**config.mk**
```make
export PLATFORM = sky130hd
export DESIGN_NAME = wb_dma_copy
export DESIGN_NICKNAME = d
export VERILOG_FILES = /design/src/rtl/dma_pkg.sv /design/src/rtl/dma_csr.sv /design/src/rtl/wb_dma_copy.sv
export SDC_FILE = /design/constraint.sdc
export NUM_CORES = 1
export LEC_CHECK = 0
export CAP_MARGIN = 20
export CELL_PAD_IN_SITES_DETAIL_PLACEMENT = 1
export CELL_PAD_IN_SITES_GLOBAL_PLACEMENT = 2
export CORE_ASPECT_RATIO = 1.5
export CORE_MARGIN = 1
export CORE_UTILIZATION = 29
export DETAILED_ROUTE_END_ITERATION = 8
export GPL_ROUTABILITY_DRIVEN = 1
export PLACE_DENSITY_LB_ADDON = 0.1
export SYNTH_ARGS = -nofsm -noshare
export SYNTH_HDL_FRONTEND = slang
export SYNTH_SLANG_ARGS = --single-unit
```
**constraint.sdc**
```tcl
create_clock -name wb_clk_i -period 1.95 [get_ports wb_clk_i]
set_input_delay 0.195 -clock wb_clk_i [delete_from_list [all_inputs] [get_ports wb_clk_i]]
set_output_delay 0.195 -clock wb_clk_i [all_outputs]
set_load 0.01 [all_outputs]
```
**src/rtl/dma_pkg.sv**
```systemverilog
// rtl/dma_pkg.sv - shared states, CSR offsets and bit positions for the copy engine
package dma_pkg;

   typedef enum logic [2:0] {
      S_IDLE,
      S_RD,
      S_RGAP,
      S_WR,
      S_WGAP
   } dma_state_t;

   localparam logic [7:0] OFF_CTRL   = 8'h00;
   localparam logic [7:0] OFF_STATUS = 8'h04;
   localparam logic [7:0] OFF_SRC    = 8'h08;
   localparam logic [7:0] OFF_DST    = 8'h0C;
   localparam logic [7:0] OFF_LEN    = 8'h10;

   localparam int CTRL_START  = 0;
   localparam int CTRL_IRQ_EN = 1;
   localparam int CTRL_ABORT  = 2;

   localparam int STAT_BUSY    = 0;
   localparam int STAT_DONE    = 1;
   localparam int STAT_ABORTED = 2;

endpackage

```
**src/rtl/dma_csr.sv**
```systemverilog
// rtl/dma_csr.sv - CSR slave: decode, single-cycle ack, control/status registers
module dma_csr
   import dma_pkg::*;
#(
   parameter logic [31:0] CSR_BASE = 32'h3000_8000,
   parameter int          LEN_W    = 16
) (
   input  logic             wb_clk_i,
   input  logic             wb_rst_i,
   input  logic             wbs_stb_i,
   input  logic             wbs_cyc_i,
   input  logic             wbs_we_i,
   input  logic [31:0]      wbs_adr_i,
   input  logic [31:0]      wbs_dat_i,
   output logic             wbs_ack_o,
   output logic [31:0]      wbs_dat_o,
   input  logic             busy,
   input  logic             set_done,
   input  logic             set_aborted,
   output logic             start,
   output logic             abort,
   output logic [31:0]      src,
   output logic [31:0]      dst,
   output logic [LEN_W-1:0] len,
   output logic             irq_en,
   output logic             irq_o
);

   logic        hit;
   logic        access;
   logic        wr_en;
   logic [7:0]  off;
   logic [31:0] rdata;
   logic        done;
   logic        aborted;

   assign hit    = (wbs_adr_i[31:8] == CSR_BASE[31:8]);
   assign off    = wbs_adr_i[7:0];
   assign access = wbs_stb_i & wbs_cyc_i & ~wbs_ack_o;
   assign wr_en  = access & wbs_we_i & hit;
   assign irq_o  = done & irq_en;

   always_comb begin
      rdata = '0;
      if (hit) begin
         case (off)
            OFF_CTRL:   rdata[CTRL_IRQ_EN] = irq_en;
            OFF_STATUS: begin
               rdata[STAT_BUSY]    = busy;
               rdata[STAT_DONE]    = done;
               rdata[STAT_ABORTED] = aborted;
            end
            OFF_SRC:    rdata = src;
            OFF_DST:    rdata = dst;
            OFF_LEN:    rdata[LEN_W-1:0] = len;
            default:    rdata = '0;
         endcase
      end
   end

   always_ff @(posedge wb_clk_i) begin
      if (wb_rst_i) begin
         wbs_ack_o <= 1'b0;
         wbs_dat_o <= '0;
         start     <= 1'b0;
         abort     <= 1'b0;
         src       <= '0;
         dst       <= '0;
         len       <= '0;
         irq_en    <= 1'b0;
         done      <= 1'b0;
         aborted   <= 1'b0;
      end else begin
         wbs_ack_o <= access;
         wbs_dat_o <= access ? rdata : '0;
         // Pulses are qualified by busy here so the FSM never sees a stale request.
         start <= wr_en && (off == OFF_CTRL) && wbs_dat_i[CTRL_START] && !busy;
         abort <= wr_en && (off == OFF_CTRL) && wbs_dat_i[CTRL_ABORT] && busy;
         if (wr_en) begin
            case (off)
               OFF_CTRL: begin
                  irq_en <= wbs_dat_i[CTRL_IRQ_EN];
                  if (wbs_dat_i[CTRL_START] && !busy) begin
                     done    <= 1'b0;
                     aborted <= 1'b0;
                  end
               end
               OFF_STATUS: begin
                  if (wbs_dat_i[STAT_DONE])    done    <= 1'b0;
                  if (wbs_dat_i[STAT_ABORTED]) aborted <= 1'b0;
               end
               OFF_SRC: if (!busy) src <= {wbs_dat_i[31:2], 2'b00};
               OFF_DST: if (!busy) dst <= {wbs_dat_i[31:2], 2'b00};
               OFF_LEN: if (!busy) len <= wbs_dat_i[LEN_W-1:0];
               default: ;
            endcase
         end
         if (set_done)    done    <= 1'b1;
         if (set_aborted) aborted <= 1'b1;
      end
   end

endmodule

```
**src/rtl/wb_dma_copy.sv**
```systemverilog
// rtl/wb_dma_copy.sv - word copy engine: read/write FSM with a gap cycle after every beat
module wb_dma_copy
   import dma_pkg::*;
#(
   parameter logic [31:0] CSR_BASE = 32'h3000_8000,
   parameter int          LEN_W    = 16
) (
   input  logic        wb_clk_i,
   input  logic        wb_rst_i,
   input  logic        wbs_stb_i,
   input  logic        wbs_cyc_i,
   input  logic        wbs_we_i,
   input  logic [3:0]  wbs_sel_i,
   input  logic [31:0] wbs_adr_i,
   input  logic [31:0] wbs_dat_i,
   output logic        wbs_ack_o,
   output logic [31:0] wbs_dat_o,
   output logic        wbm_stb_o,
   output logic        wbm_cyc_o,
   output logic        wbm_we_o,
   output logic [3:0]  wbm_sel_o,
   output logic [31:0] wbm_adr_o,
   output logic [31:0] wbm_dat_o,
   input  logic        wbm_ack_i,
   input  logic [31:0] wbm_dat_i,
   output logic        irq_o
);

   dma_state_t       state;
   logic             start;
   logic             abort;
   logic [31:0]      src;
   logic [31:0]      dst;
   logic [LEN_W-1:0] len;
   logic             irq_en;
   logic             busy;
   logic             set_done;
   logic             set_aborted;
   logic             stop_req;
   logic             stopping;
   logic [31:0]      rd_adr;
   logic [31:0]      wr_adr;
   logic [LEN_W-1:0] remaining;
   logic [31:0]      data_buf;
   logic             sel_unused;

   assign sel_unused = ^wbs_sel_i;
   assign busy       = (state != S_IDLE);
   assign stopping   = stop_req | abort;

   dma_csr #(.CSR_BASE(CSR_BASE), .LEN_W(LEN_W)) u_csr (
      .wb_clk_i    (wb_clk_i),
      .wb_rst_i    (wb_rst_i),
      .wbs_stb_i   (wbs_stb_i),
      .wbs_cyc_i   (wbs_cyc_i),
      .wbs_we_i    (wbs_we_i),
      .wbs_adr_i   (wbs_adr_i),
      .wbs_dat_i   (wbs_dat_i),
      .wbs_ack_o   (wbs_ack_o),
      .wbs_dat_o   (wbs_dat_o),
      .busy        (busy),
      .set_done    (set_done),
      .set_aborted (set_aborted),
      .start       (start),
      .abort       (abort),
      .src         (src),
      .dst         (dst),
      .len         (len),
      .irq_en      (irq_en),
      .irq_o       (irq_o)
   );

   // Completion is only judged in the gap cycles, after any in-flight beat has been acked.
   always_comb begin
      set_done    = 1'b0;
      set_aborted = 1'b0;
      if (state == S_IDLE && start && len == '0)
         set_done = 1'b1;
      if ((state == S_RGAP || state == S_WGAP) && stopping)
         set_aborted = 1'b1;
      else if (state == S_WGAP && remaining == '0)
         set_done = 1'b1;
   end

   always_ff @(posedge wb_clk_i) begin
      if (wb_rst_i) begin
         state     <= S_IDLE;
         stop_req  <= 1'b0;
         rd_adr    <= '0;
         wr_adr    <= '0;
         remaining <= '0;
         data_buf  <= '0;
         wbm_cyc_o <= 1'b0;
         wbm_stb_o <= 1'b0;
         wbm_we_o  <= 1'b0;
         wbm_sel_o <= 4'h0;
         wbm_adr_o <= '0;
         wbm_dat_o <= '0;
      end else begin
         wbm_sel_o <= 4'hF;
         if (abort && busy) stop_req <= 1'b1;
         case (state)
            S_IDLE: begin
               stop_req <= 1'b0;
               if (start) begin
                  rd_adr    <= src;
                  wr_adr    <= dst;
                  remaining <= len;
                  if (len != '0) begin
                     wbm_cyc_o <= 1'b1;
                     wbm_stb_o <= 1'b1;
                     wbm_we_o  <= 1'b0;
                     wbm_adr_o <= src;
                     state     <= S_RD;
                  end
               end
            end
            S_RD: begin
               if (wbm_ack_i) begin
                  data_buf  <= wbm_dat_i;
                  wbm_cyc_o <= 1'b0;
                  wbm_stb_o <= 1'b0;
                  state     <= S_RGAP;
               end
            end
            S_RGAP: begin
               if (stopping) begin
                  state <= S_IDLE;
               end else begin
                  wbm_cyc_o <= 1'b1;
                  wbm_stb_o <= 1'b1;
                  wbm_we_o  <= 1'b1;
                  wbm_adr_o <= wr_adr;
                  wbm_dat_o <= data_buf;
                  state     <= S_WR;
               end
            end
            S_WR: begin
               if (wbm_ack_i) begin
                  wbm_cyc_o <= 1'b0;
                  wbm_stb_o <= 1'b0;
                  wbm_we_o  <= 1'b0;
                  rd_adr    <= rd_adr + 32'd4;
                  wr_adr    <= wr_adr + 32'd4;
                  remaining <= remaining - LEN_W'(1);
                  state     <= S_WGAP;
               end
            end
            S_WGAP: begin
               if (stopping || remaining == '0) begin
                  state <= S_IDLE;
               end else begin
                  wbm_cyc_o <= 1'b1;
                  wbm_stb_o <= 1'b1;
                  wbm_we_o  <= 1'b0;
                  wbm_adr_o <= rd_adr;
                  state     <= S_RD;
               end
            end
            default: state <= S_IDLE;
         endcase
      end
   end

endmodule

```
==> reports/summary.txt, run 1 <==
setup slack, reg-to-reg: -0.26 ns
chip height: 263 µm
Synth Flop Type: dfxtp_1
final global-route overflow total: 0
# diodes: 0
drt wl/cell: 23.1 µm
fin crit share: 1.13
Detail Route Antenna Nets: 0
synthesized area: 0.0131 mm²
WL final: 61000 µm
Cell Area, Placed: 0.0178 mm²
core region area: 0.0447 mm²
fin cells: 2640
failing checks: negative setup slack
Nets: 2145
slowest cell on the critical path: or4_4
Seq/Total Area, Yosys: 0.445
max-cap violations: 0
FF-to-FF path depth: 7
Worst R2R End: wbm_adr_o[22]
Final Util: 0.471
Vias: 14256
syn avg cell area: 8.24 µm²
antenna violations before repair: 0
Worst Path Arrival: 2.60 ns
Critical Setup Path Class: reg -> reg
LEAKAGE: 7.55 nW
die area: 0.0461 mm²
CTS tree: built
CTS Buffer Depth: 3
total track usage: 0.242
Worst path depth: 7
Distinct cells, synth: 65
crit path capture: wbm_adr_o[22]
largest net degree at the start of global routing: 130
outcome: finished with violations
Max VDD drop: 0.000480 V
ratio of cells with drive above 1 in the final layout: 0.279
CP required: 2.34 ns
Hold Path Class: in -> reg
number of I/O pins: 211
fin crit period: 2.21 ns
startpoint types: flip-flop
Clock Skews: 0.0207 ns
Post-Syn Nets: 1703
relative slew slack: 0.534
crit path buf inv count: 2
H-tree levels: 2
ys async rst share: 0
Mapped Cells: 1594
Pins Over Slew Limit: 0
crit end category: flip-flop
Fin. Hold Viols: 0
pwr dens: 616 mW/mm²
Seq cells post-synth: 292
1st-iter DRT viols: 660
Worst-Skew Late Latency: 0.54 ns
synth-to-layout area growth: 60.3%
worst-path fanout max: 8
RSZ-0062 raised after global routing: yes
Clk pin slew, worst setup/hold paths: 0.06 ns
YS warnings: 0
Placer Congestion: 0.842
# DRC: 0
clock root cell: clkbuf_16
first-pass GRT wire length: 86400 µm
crit-path cells: or4_4 -> o41ai_4 -> buf_4 -> o31ai_4 -> clkbuf_16 -> a21oi_2 -> a211oi_2
final setup TNS: -8.81 ns
Num Clock Sinks: 292
DPL Wire Length: 39100 µm
Avg Vias per Cell: 5.40
setup ws final: -0.261 ns
delay-heaviest family, CP: compound AO/OA/AOI/OAI gates
RR Startpoint: u_csr.len[11]
Die Width: 176 µm
Worst Max-Slew Pin Slew: 0.700 ns
port buffer count: 206
clock buffer count from CTS: 34
final setup vio count: 69
crit path from: u_csr.len[11]
Max Clk Rate: 452 MHz
final instance area: 0.0210 mm²
placed cells: 2492
Site Rows: 95
CP max stage delay: 0.62 ns
Post-synth EDFFs: 0
Initial DRT Pass Iterations: 5
Starting Density: 0.294
number of global-route vias before repair: 14728
how the worst min path moves through the flow:
stage	cells past startpoint	slack (ns)	from	to
5_1_grt	3	0.21	wbm_dat_i[12]	data_buf[12]
3_3_place_gp	2	0.44	data_buf[29]	wbm_dat_o[29]
6_report	3	0.21	wbm_dat_i[9]	data_buf[9]
3_5_place_dp	2	0.45	data_buf[20]	data_buf[20]
4_1_cts	3	0.19	wbm_dat_i[9]	data_buf[9]
2_1_floorplan	1	0.29	wb_rst_i	u_csr.wbs_ack_o
cells by family (layout without fill, tap and decap cells):
group / Yosys count / after routing / share of synthesized area
compound gates: 453 / 454 / 0.222
xor+xnor: 2 / 2 / 0.00133
fa+ha+maj: 3 / 3 / 0.00286
buf+inv: 143 / 602 / 0.0450
flops: 292 / 292 / 0.445
mux: 84 / 84 / 0.0642
simple gates: 617 / 621 / 0.219
state kept, by name, summed over array words and instances, names as in the netlist, 3 cells and up:
register         cells
wbm_adr_o           31
remaining           16
state                3
data_buf            32
u_csr.dst           30
u_csr.wbs_dat_o     32
u_csr.len           16
u_csr.src           30
wbm_dat_o           32
wr_adr              30
rd_adr              30
placed cells by master (no fill, tap or decap), types with 19 or more instances in the layout:
master	netlist	final
a211oi_2	0	30
a21oi_1	205	166
a21oi_2	0	27
a22o_1	32	32
and3_1	20	19
buf_12	0	42
buf_4	6	235
buf_6	3	30
clkbuf_16	0	51
clkdlybuf4s50_1	0	201
dfxtp_1	292	279
mux2i_1	82	79
nand2_1	222	214
nand3_1	40	36
nor2_1	186	176
nor3_1	34	26
o21ai_1	25	23
worst register-to-register path: cells and delay by family, from the launching register on:
family | cells | cell delay [ns]
AO/OA/AOI/OAI | 4 | 0.71
buffers and inverters | 2 | 0.43
flip-flops | 1 | 0.32
AND/OR/NAND/NOR | 1 | 0.62
per-layer routing:
layer	share of wire	GRT usage
met3	0.037	0.0346
met2	0.53	0.465
met5	0	0
met1	0.38	0.259
met4	0.050	0.100
cell type report:
class                           instances  area [µm²]
Sequential cell                       292        5870
Tap cell                              582         728
Timing Repair Buffer                  535        5480
Multi-Input combinational cell       1164        7820
Clock buffer                           48        1010
Inverter                                9        33.8
Clock inverter                         10         103
Fill cell                            5049       23700
per-stage QoR:
step | hold WS, ns | power (mW) | worst slack, ns
after global placement | 0.436 | 6.54 | -0.682
after global routing | 0.213 | 13.4 | -0.286
final | 0.212 | 13.0 | -0.261
after CTS | 0.191 | 13.1 | -0.218
after detailed placement | 0.447 | 6.55 | -0.699
after floorplan | 0.294 | 6.22 | -0.0940
where the power goes:
group / total [mW] / internal (mW) / switching (mW)
registers: 5.96 / 5.96 / 0.00130
clock network: 6.54 / 3.86 / 2.68
logic: 0.450 / 0.243 / 0.207
total: 13.0 / 10.1 / 2.89
repair_timing:
item	CTS	global route
hold buffers	1	0
resized for setup	102	174
endpoints found under the setup margin	184	208
gates cloned	6	20
buffers inserted	40	36
pin swaps	25	49
endpoints found under the hold margin	3	0
Yosys cell counts, drive strengths merged (3+ instances only):
| cell | number | area [µm²] |
|---|---|---|
| mux2i | 82 | 821 |
| dfxtp | 292 | 5850 |
| nor3 | 34 | 170 |
| nand2b | 5 | 31.3 |
| a2bb2oi | 4 | 35.0 |
| and3b | 3 | 26.3 |
| o32ai | 6 | 52.6 |
| nand4b | 4 | 35.0 |
| nand4 | 16 | 100 |
| or3 | 14 | 87.6 |
| o22ai | 8 | 50.1 |
| a22o | 32 | 280 |
| a21o | 6 | 45.0 |
| nand3 | 40 | 200 |
| a222oi | 13 | 130 |
| a41oi | 3 | 26.3 |
| nor4b | 3 | 26.3 |
| ha | 3 | 37.5 |
| buf | 21 | 133 |
| o31ai | 8 | 60.1 |
| nand2 | 222 | 833 |
| a21oi | 205 | 1030 |
| clkbuf | 113 | 424 |
| nor4 | 20 | 159 |
| and4 | 9 | 78.8 |
| and3 | 20 | 125 |
| o41ai | 6 | 52.6 |
| o211ai | 3 | 22.5 |
| a211oi | 47 | 353 |
| a22oi | 18 | 135 |
| o21ai | 42 | 210 |
| inv | 9 | 33.8 |
| o31a | 3 | 26.3 |
| and2 | 9 | 56.3 |
| nor3b | 7 | 52.6 |
| a311oi | 8 | 70.1 |
| o221a | 8 | 90.1 |
| or4 | 12 | 93.8 |
| nor2 | 186 | 698 |
| nand3b | 4 | 30.0 |
| a31oi | 14 | 87.6 |
| o21a | 5 | 37.5 |
Power figures use the tool's default switching activity.
==> inputs of run 2 (changes only) <==
- CAP_MARGIN: 20 -> not set
==> results of run 2 <==
The final DEF is identical to that of run 1; final timing and power are the same.
==> inputs of run 3 (changes only) <==
- PLACE_DENSITY: not set -> 0.73
- PLACE_DENSITY_LB_ADDON: 0.1 -> not set
==> run 3 against run 2 <==
The flow still finishes with violations (negative setup slack); critical path depth unchanged; count of clock-buffer cells in the layout down 8; first-iteration DRC count up 1.2%; setup slack better by 0.0030 ns; wire length down 7.6%; largest power group unchanged.
==> reports/summary.txt, run 3 (synthesis results as in run 1) <==
Initial DRT Pass Iterations: 6
clock buffer count from CTS: 31
antenna violations before repair: 0
Detail Route Antenna Nets: 0
# DRC: 0
setup ws final: -0.258 ns
CTS Buffer Depth: 3
largest net degree at the start of global routing: 131
chip height: 263 µm
Starting Density: 0.294
CP required: 2.41 ns
Placer Congestion: 0.862
Hold Path Class: in -> reg
clock root cell: clkbuf_16
number of I/O pins: 211
outcome: finished with violations
top flop regs: data_buf (32), u_csr.wbs_dat_o (32), wbm_dat_o (32)
LEAKAGE: 7.04 nW
crit path from: u_csr.len[11]
Worst Max-Slew Pin Slew: 0.788 ns
port buffer count: 206
worst-path fanout max: 11
setup slack, reg-to-reg: -0.26 ns
Die Width: 176 µm
RSZ-0062 raised after global routing: yes
Final Util: 0.447
most common library cell in the layout ignoring fill and taps: dfxtp_1
core region area: 0.0447 mm²
final setup TNS: -14.82 ns
H-tree levels: 1
ratio of cells with drive above 1 in the final layout: 0.248
Clock Skews: 0.0161 ns
crit-path cells: or4_4 -> o41ai_4 -> o31ai_4 -> buf_4 -> buf_12 -> a21oi_1 -> a211oi_2
max-cap violations: 0
Worst-Skew Late Latency: 0.60 ns
final global-route overflow total: 0
Clk pin slew, worst setup/hold paths: 0.07 ns
Max VDD drop: 0.000642 V
leading cell types in the layout, fill and taps excluded: dfxtp_1 (283), nand2_1 (220), buf_4 (216)
worst slack, placed: -0.710 ns
Fin. Hold Viols: 0
min-delay src: wbm_dat_i[26]
1st-iter DRT viols: 668
Site Rows: 95
failing checks: negative setup slack
Worst Path Arrival: 2.67 ns
relative slew slack: 0.475
Max Clk Rate: 453 MHz
startpoint types: flip-flop
die area: 0.0461 mm²
Num Clock Sinks: 292
first-pass GRT wire length: 83500 µm
# diodes: 0
crit end category: flip-flop
DPL Wire Length: 38200 µm
Critical Setup Path Class: reg -> reg
slowest cell on the critical path: or4_4
fin crit period: 2.21 ns
drt wl/cell: 21.7 µm
CTS tree: built
Avg Vias per Cell: 5.37
WL final: 56300 µm
Vias: 13917
RR Startpoint: u_csr.len[11]
Nets: 2093
fin crit share: 1.13
CP max stage delay: 0.62 ns
total track usage: 0.232
total power: 12.5 mW
number of global-route vias before repair: 14443
hold_ws: 0.144 ns
synth-to-layout area growth: 52.3%
Pins Over Slew Limit: 0
final setup vio count: 115
pwr dens: 624 mW/mm²
==> run 3: critical path, delay by kind of cell (launching register included) <==
family,cells,cell delay [ns]
flip-flops,1,0.32
AO/OA/AOI/OAI,4,0.81
buffers and inverters,2,0.31
AND/OR/NAND/NOR,1,0.62
==> run 3: where the power goes <==
part / switching [mW] / leakage, nW / internal [mW]
logic: 0.201 / 4.18 / 0.239
clock network: 2.70 / 0.496 / 3.39
registers: 0.00121 / 2.36 / 5.96
==> run 3: worst paths after layout <==
check / to / cells after the start
max: wbm_adr_o[27] / 7
min: data_buf[26] / 3
min reg2reg: wbm_dat_o[16] / 2
max reg2reg: wbm_adr_o[27] / 7
==> run 3: layer usage <==
layer / up-vias / wire length, µm / global-route usage
met2: 339 / 29800 / 0.436
met3: 129 / 2280 / 0.0297
met1: 6879 / 21100 / 0.246
li1: 6570 / - / -
met4: 0 / 3110 / 0.122
met5: - / 0 / 0
==> run 3: stage by stage <==
step	std cells	area, µm²
after floorplan	1594	13400
after global placement	2474	17600
after detailed placement	2474	17600
after CTS	2551	19000
after global routing	2591	20000
final	2591	20000
==> run 3: what timing repair did <==
action,in CTS,in global routing
pin swaps,17,42
hold buffers,1,0
endpoints found under the hold margin,3,0
gates resized for setup,50,138
buffers inserted,13,34
setup endpoints to repair,125,175
gates cloned,5,11
==> run 3: final cells by class <==
class,count,area (µm²)
Timing Repair Buffer,488,4810
Fill cell,5236,24700
Multi-Input combinational cell,1162,7530
Clock buffer,40,860
Inverter,9,33.8
Sequential cell,292,5860
Clock inverter,18,168
Tap cell,582,728
